File: src/rtl/shift_sequencer.sv
// -----------------------------------------------------------------------------
// shift_sequencer
//
// Command sequencer that sits in front of a 4-bit universal shift register.
// A rising edge on start captures a load word, a direction, a step count and
// a fill bit. The sequencer then issues one LOAD command followed by
// `steps` SHIFT commands. Each command is held for HOLD_CYCLES clocks so that
// the shift register's divided clock samples it exactly once.
//
// Optional feature macro: SEQ_RETURN_EN
//   When defined, every SHIFT phase is followed by a RETURN phase of equal
//   length in the opposite direction. When undefined, SHIFT goes to DONE.
//
// Parameters
//   HOLD_CYCLES : clocks per issued command (>= 1); equals the register's
//                 slow-clock period
//   CNT_W       : hold/step counter width (derived, not meant to be overridden)
//
// Ports
//   Inclk          in  : system clock
//   reset          in  : synchronous, active-high reset
//   start          in  : level input, rising edge starts a sequence
//   load_data[3:0] in  : parallel word, bit k drives Ik
//   dir            in  : 0 shift toward Q0, 1 shift toward Q3
//   steps[2:0]     in  : number of shift commands (0..7)
//   fill           in  : serial bit presented on the active serial input
//   s1, s0         out : mode select 00 hold, 01 load, 10 to Q0, 11 to Q3
//   I0..I3         out : parallel data to the register
//   shr_in         out : serial input feeding Q3 in mode 10
//   shl_in         out : serial input feeding Q0 in mode 11
//   busy           out : high while a command sequence is in progress
//   done           out : single-cycle completion pulse
//
// All outputs are registered and only change on state transitions.
// -----------------------------------------------------------------------------
module shift_sequencer #(
   parameter int HOLD_CYCLES = 25_000_000,
   parameter int CNT_W       = $clog2(HOLD_CYCLES*8+1)
) (
   input  logic       Inclk,
   input  logic       reset,
   input  logic       start,
   input  logic [3:0] load_data,
   input  logic       dir,
   input  logic [2:0] steps,
   input  logic       fill,
   output logic       s1,
   output logic       s0,
   output logic       I0,
   output logic       I1,
   output logic       I2,
   output logic       I3,
   output logic       shr_in,
   output logic       shl_in,
   output logic       busy,
   output logic       done
);

   typedef enum logic [2:0] {
      S_IDLE,
      S_LOAD,
      S_SHIFT,
`ifdef SEQ_RETURN_EN
      S_RETURN,
`endif
      S_DONE
   } state_t;

   localparam logic [CNT_W-1:0] HOLD_M1 = CNT_W'(HOLD_CYCLES - 1);

   state_t           r_state;
   logic [CNT_W-1:0] r_cnt;
   logic             r_start_q;
   logic [3:0]       r_data;
   logic             r_dir;
   logic [2:0]       r_steps;
   logic             r_fill;

   logic             w_start_edge;
   logic             w_cnt_zero;
   logic [CNT_W-1:0] w_shift_m1;

   assign w_start_edge = start & ~r_start_q;
   assign w_cnt_zero   = (r_cnt == '0);
   // Duration of one shift phase minus one. Only used when the captured step
   // count is non-zero, so the subtraction never underflows where it matters.
   assign w_shift_m1   = CNT_W'(r_steps) * CNT_W'(HOLD_CYCLES) - CNT_W'(1);

   // The start history follows the pin even while reset is held, so a start
   // level that is already high when reset releases is not mistaken for an
   // edge. With start low during reset this is 0, the documented reset value.
   always_ff @(posedge Inclk) begin
      r_start_q <= start;
   end

   always_ff @(posedge Inclk) begin
      if (reset) begin
         r_state          <= S_IDLE;
         r_cnt            <= '0;
         r_data           <= '0;
         r_dir            <= 1'b0;
         r_steps          <= '0;
         r_fill           <= 1'b0;
         {s1, s0}         <= 2'b00;
         {I3, I2, I1, I0} <= 4'b0000;
         shr_in           <= 1'b0;
         shl_in           <= 1'b0;
         busy             <= 1'b0;
         done             <= 1'b0;
      end else begin
         case (r_state)
            S_IDLE: begin
               done <= 1'b0;
               if (w_start_edge) begin
                  // Shadow copies: later input changes are ignored until the
                  // next accepted edge.
                  r_data           <= load_data;
                  r_dir            <= dir;
                  r_steps          <= steps;
                  r_fill           <= fill;
                  r_state          <= S_LOAD;
                  r_cnt            <= HOLD_M1;
                  {s1, s0}         <= 2'b01;
                  {I3, I2, I1, I0} <= load_data;
                  shr_in           <= 1'b0;
                  shl_in           <= 1'b0;
                  busy             <= 1'b1;
               end
            end

            S_LOAD: begin
               if (w_cnt_zero) begin
                  if (r_steps != 3'd0) begin
                     r_state  <= S_SHIFT;
                     r_cnt    <= w_shift_m1;
                     {s1, s0} <= {1'b1, r_dir};
                     // Fill goes on the serial input that feeds the vacated end.
                     shr_in   <= ~r_dir & r_fill;
                     shl_in   <=  r_dir & r_fill;
                  end else begin
                     r_state          <= S_DONE;
                     {s1, s0}         <= 2'b00;
                     {I3, I2, I1, I0} <= 4'b0000;
                     busy             <= 1'b0;
                     done             <= 1'b1;
                  end
               end else begin
                  r_cnt <= r_cnt - 1'b1;
               end
            end

            S_SHIFT: begin
               if (w_cnt_zero) begin
`ifdef SEQ_RETURN_EN
                  r_state  <= S_RETURN;
                  r_cnt    <= w_shift_m1;
                  {s1, s0} <= {1'b1, ~r_dir};
                  shr_in   <=  r_dir & r_fill;
                  shl_in   <= ~r_dir & r_fill;
`else
                  r_state          <= S_DONE;
                  {s1, s0}         <= 2'b00;
                  {I3, I2, I1, I0} <= 4'b0000;
                  shr_in           <= 1'b0;
                  shl_in           <= 1'b0;
                  busy             <= 1'b0;
                  done             <= 1'b1;
`endif
               end else begin
                  r_cnt <= r_cnt - 1'b1;
               end
            end

`ifdef SEQ_RETURN_EN
            S_RETURN: begin
               if (w_cnt_zero) begin
                  r_state          <= S_DONE;
                  {s1, s0}         <= 2'b00;
                  {I3, I2, I1, I0} <= 4'b0000;
                  shr_in           <= 1'b0;
                  shl_in           <= 1'b0;
                  busy             <= 1'b0;
                  done             <= 1'b1;
               end else begin
                  r_cnt <= r_cnt - 1'b1;
               end
            end
`endif

            S_DONE: begin
               // A start edge seen here is dropped, not queued.
               r_state <= S_IDLE;
               done    <= 1'b0;
            end

            default: begin
               r_state          <= S_IDLE;
               r_cnt            <= '0;
               {s1, s0}         <= 2'b00;
               {I3, I2, I1, I0} <= 4'b0000;
               shr_in           <= 1'b0;
               shl_in           <= 1'b0;
               busy             <= 1'b0;
               done             <= 1'b0;
            end
         endcase
      end
   end

endmodule

File: config.mk
export PLATFORM = sky130hd
export DESIGN_NAME = shift_sequencer
export DESIGN_NICKNAME = d
export VERILOG_FILES = /design/src/rtl/shift_sequencer.sv
export SDC_FILE = /design/constraint.sdc
export NUM_CORES = 1
export LEC_CHECK = 0
export CAP_MARGIN = 20
export CORE_ASPECT_RATIO = 0.8
export CORE_MARGIN = 3
export CORE_UTILIZATION = 50
export DETAILED_ROUTE_END_ITERATION = 8
export GPL_TIMING_DRIVEN = 0
export PLACE_DENSITY = 0.72
export SYNTH_ARGS = -nofsm -noshare
export SYNTH_HDL_FRONTEND = slang
export SYNTH_SLANG_ARGS = --single-unit
File: constraint.sdc
create_clock -name Inclk -period 3.2 [get_ports Inclk]
set_input_delay 0.32 -clock Inclk [delete_from_list [all_inputs] [get_ports Inclk]]
set_output_delay 0.32 -clock Inclk [all_outputs]
set_load 0.005 [all_outputs]
==> reports/results.txt <==
status: finished with violations
failing checks: negative setup slack
crit path launch type: register
Fin. Hold Viols: 0
H-tree depth: 2
Antenna Nets Post-Route: 0
final core occ: 0.635
Iter 0 DRT Violations: 222
crit path time final: 3220 ps
Yosys reg bits: 46
height of the die: 82.1 um
vias in the first global route: 3229
Final Skew: 15.0 ps
Num CTS Buffers: 5
hpwl dp: 7.17 mm
pin count of the biggest net entering global routing: 14
FFs w/ async S/R, synth: 0
worst slew pin tran: 845 ps
total clock sinks: 46
r2r endpoint: r_cnt[22]
commonest non-fill, non-tap cell in the layout: nor2_1
clock buffer depth: 2
Post-CTS Hold Fix Bufs: 0
final setup vio count: 2
Synth Instances: 449
Die ar.: 8290 sq um
Largest register FFs: 28
Initial Util: 0.520
maximum vdd drop: 0.407 mV
Seq/Total Area, Yosys: 0.255
num rows: 27
fmax: 0.311 GHz
Die Wd: 101 um
# IOs: 22
crit path from: r_steps[0]
yosys warns: 0
slew margin rel.: 0.435
Hold Path End: I3
GR Util All Layers: 0.251
CP Class: register to register
area delta synth->final: 22.2%
Clock Latency Late Sink: 310 ps
DR vias/cell: 6.17
top cells by area, synth: dfxtp_1 (25%), ha_1 (7.3%), nor2_1 (5.9%)
Yosys top cell area share: 0.255
Worst EP required: 3440 ps
Yosys cell types: 72
Primary FF master, synth: dfxtp_1
FILL cells: 602
fin. max-slew vios: 0
Port Buf Inserts: 20
Pleak: 1.65 nW
R2R Setup Slk: -20 ps
FF-to-FF path depth: 12
first-pass GRT wire length: 16.5 mm
core area: 6960 sq um
Clock transition at path regs: 100 ps
DRT Pass-1 Iters: 5
setup ws final: -19.5 ps
RSZ-0062 raised after global routing: yes
Final GP Congestion: 0.934
DRC Markers: 0
MaxCap Viol Count: 0
post-synthesis cell area: 3620 sq um
root buffer cell: clkbuf_8
Hold/Removal Path Class: register to register
RR Startpoint: r_steps[0]
synthesized net count: 485
fin area: 4420 sq um
initial antenna violation count: 0
crit path DAT: 3460 ps
CTS tree: done
hold path start: I3
grt ovf: 0
hold path cells: 2
Total Wirelength: 10.4 mm
critical path fanouts, max: 5
area leader, netlist: dfxtp_1
Final Net Count: 531
syn avg cell area: 8.05 sq um
most flop-heavy register: r_cnt
Regs by FF count: r_cnt (28), r_steps (3), r_state (2)
Post-synth EDFFs: 0
pwr dens: 914 nW/um^2
Final period util: 1.01
Vias: 3595
layout cells sized above 1: 0.194
commonest non-fill, non-tap cells in the layout: nor2_1 (54), dfxtp_1 (43), a21oi_1 (38)
average wire per standard cell: 17.9 um
Antenna diodes: 0
placement-stage cell area: 3930 sq um
Worst setup EP type: register
-- where the power goes --
part / switching (mW) / leakage (nW) / internal (mW)
clock network: 0.219 / 0.0524 / 0.235
logic: 1.54 / 1.22 / 1.05
registers: 0.245 / 0.380 / 0.751
-- worst max path at each step --
stage / endpoint / slack (ps) / cells after the start
detailed placement: r_cnt[23] / -450 / 12
floorplan: r_cnt[20] / 50 / 11
global route: r_cnt[20] / -160 / 11
finish: r_cnt[22] / -20 / 12
CTS: r_cnt[23] / -1 / 11
global placement: r_cnt[23] / -330 / 12
-- what timing repair did --
item | in CTS | in global routing
endpoints found under the setup margin | 10 | 10
buffers inserted | 3 | 16
endpoints found under the hold margin | 0 | 0
resized for setup | 16 | 31
pin swaps | 2 | 23
-- worst max-delay path, cell delays in order, from the launching register on --
cell      delay [ps]
dfxtp_4          410
fa_2             520
ha_4             210
fa_2             430
nand2b_1         150
a21oi_2           90
o311a_1          370
o31a_1           330
buf_4            140
nand4_1           70
xor2_1           210
a21oi_1           90
nor3_1           120
-- synth_stat cells, types with 3 or more instances --
master,count
o21bai_1,3
a21o_1,4
o22ai_1,4
fa_1,3
inv_1,13
or3_1,5
a211oi_1,4
o31ai_1,3
nor4_4,5
a21oi_1,40
a22oi_1,3
o21ai_0,19
nand3_1,12
o21a_1,4
nor3_1,27
nand4_1,5
a211oi_2,3
nor4_1,7
nor2_1,57
ha_1,21
and2_1,6
a221oi_1,3
dfxtp_1,46
nand2_1,37
xnor2_1,13
clkbuf_1,11
o21ai_1,9
mux2i_1,8
xor2_1,12
nand2b_1,6
-- area by class of cell --
type | instances | area [sq um] | area share
plain buffers | 17 | 98.8 | 0.0224
clock buffers | 7 | 76.3 | 0.0173
clock inverters | 1 | 30.0 | 0.00679
inverters | 13 | 56.3 | 0.0127
multi-input cells | 373 | 2760 | 0.625
flip-flops and latches | 46 | 932 | 0.211
well taps | 87 | 109 | 0.0246
repair buffers | 39 | 355 | 0.0804
-- cell families after synthesis --
kind of cell    Yosys count  share of synthesized area
flops                    46                      0.255
compound gates          124                      0.234
mux                       9                     0.0253
simple gates            189                      0.290
xor+xnor                 27                     0.0696
fa+ha+maj                24                     0.0893
buf+inv                  30                     0.0377
-- layer usage --
metal,share of wire,GRT usage
met1,0.47,0.372
met2,0.44,0.370
met3,0.076,0.0501
met4,0.012,0.0611
met5,0,0
-- stage by stage --
stage	setup slack, ps	std cells	power, mW	hold slack (ps)	TNS [ps]
after floorplan	47.3	449	2.73	348	0
after global placement	-333	556	3.27	439	-1620
after detailed placement	-452	556	3.31	446	-2370
after CTS	-1.35	567	3.83	457	-1.35
after global routing	-161	583	4.35	479	-520
final	-19.5	583	4.04	457	-35.7
Power figures use the tool's default switching activity.
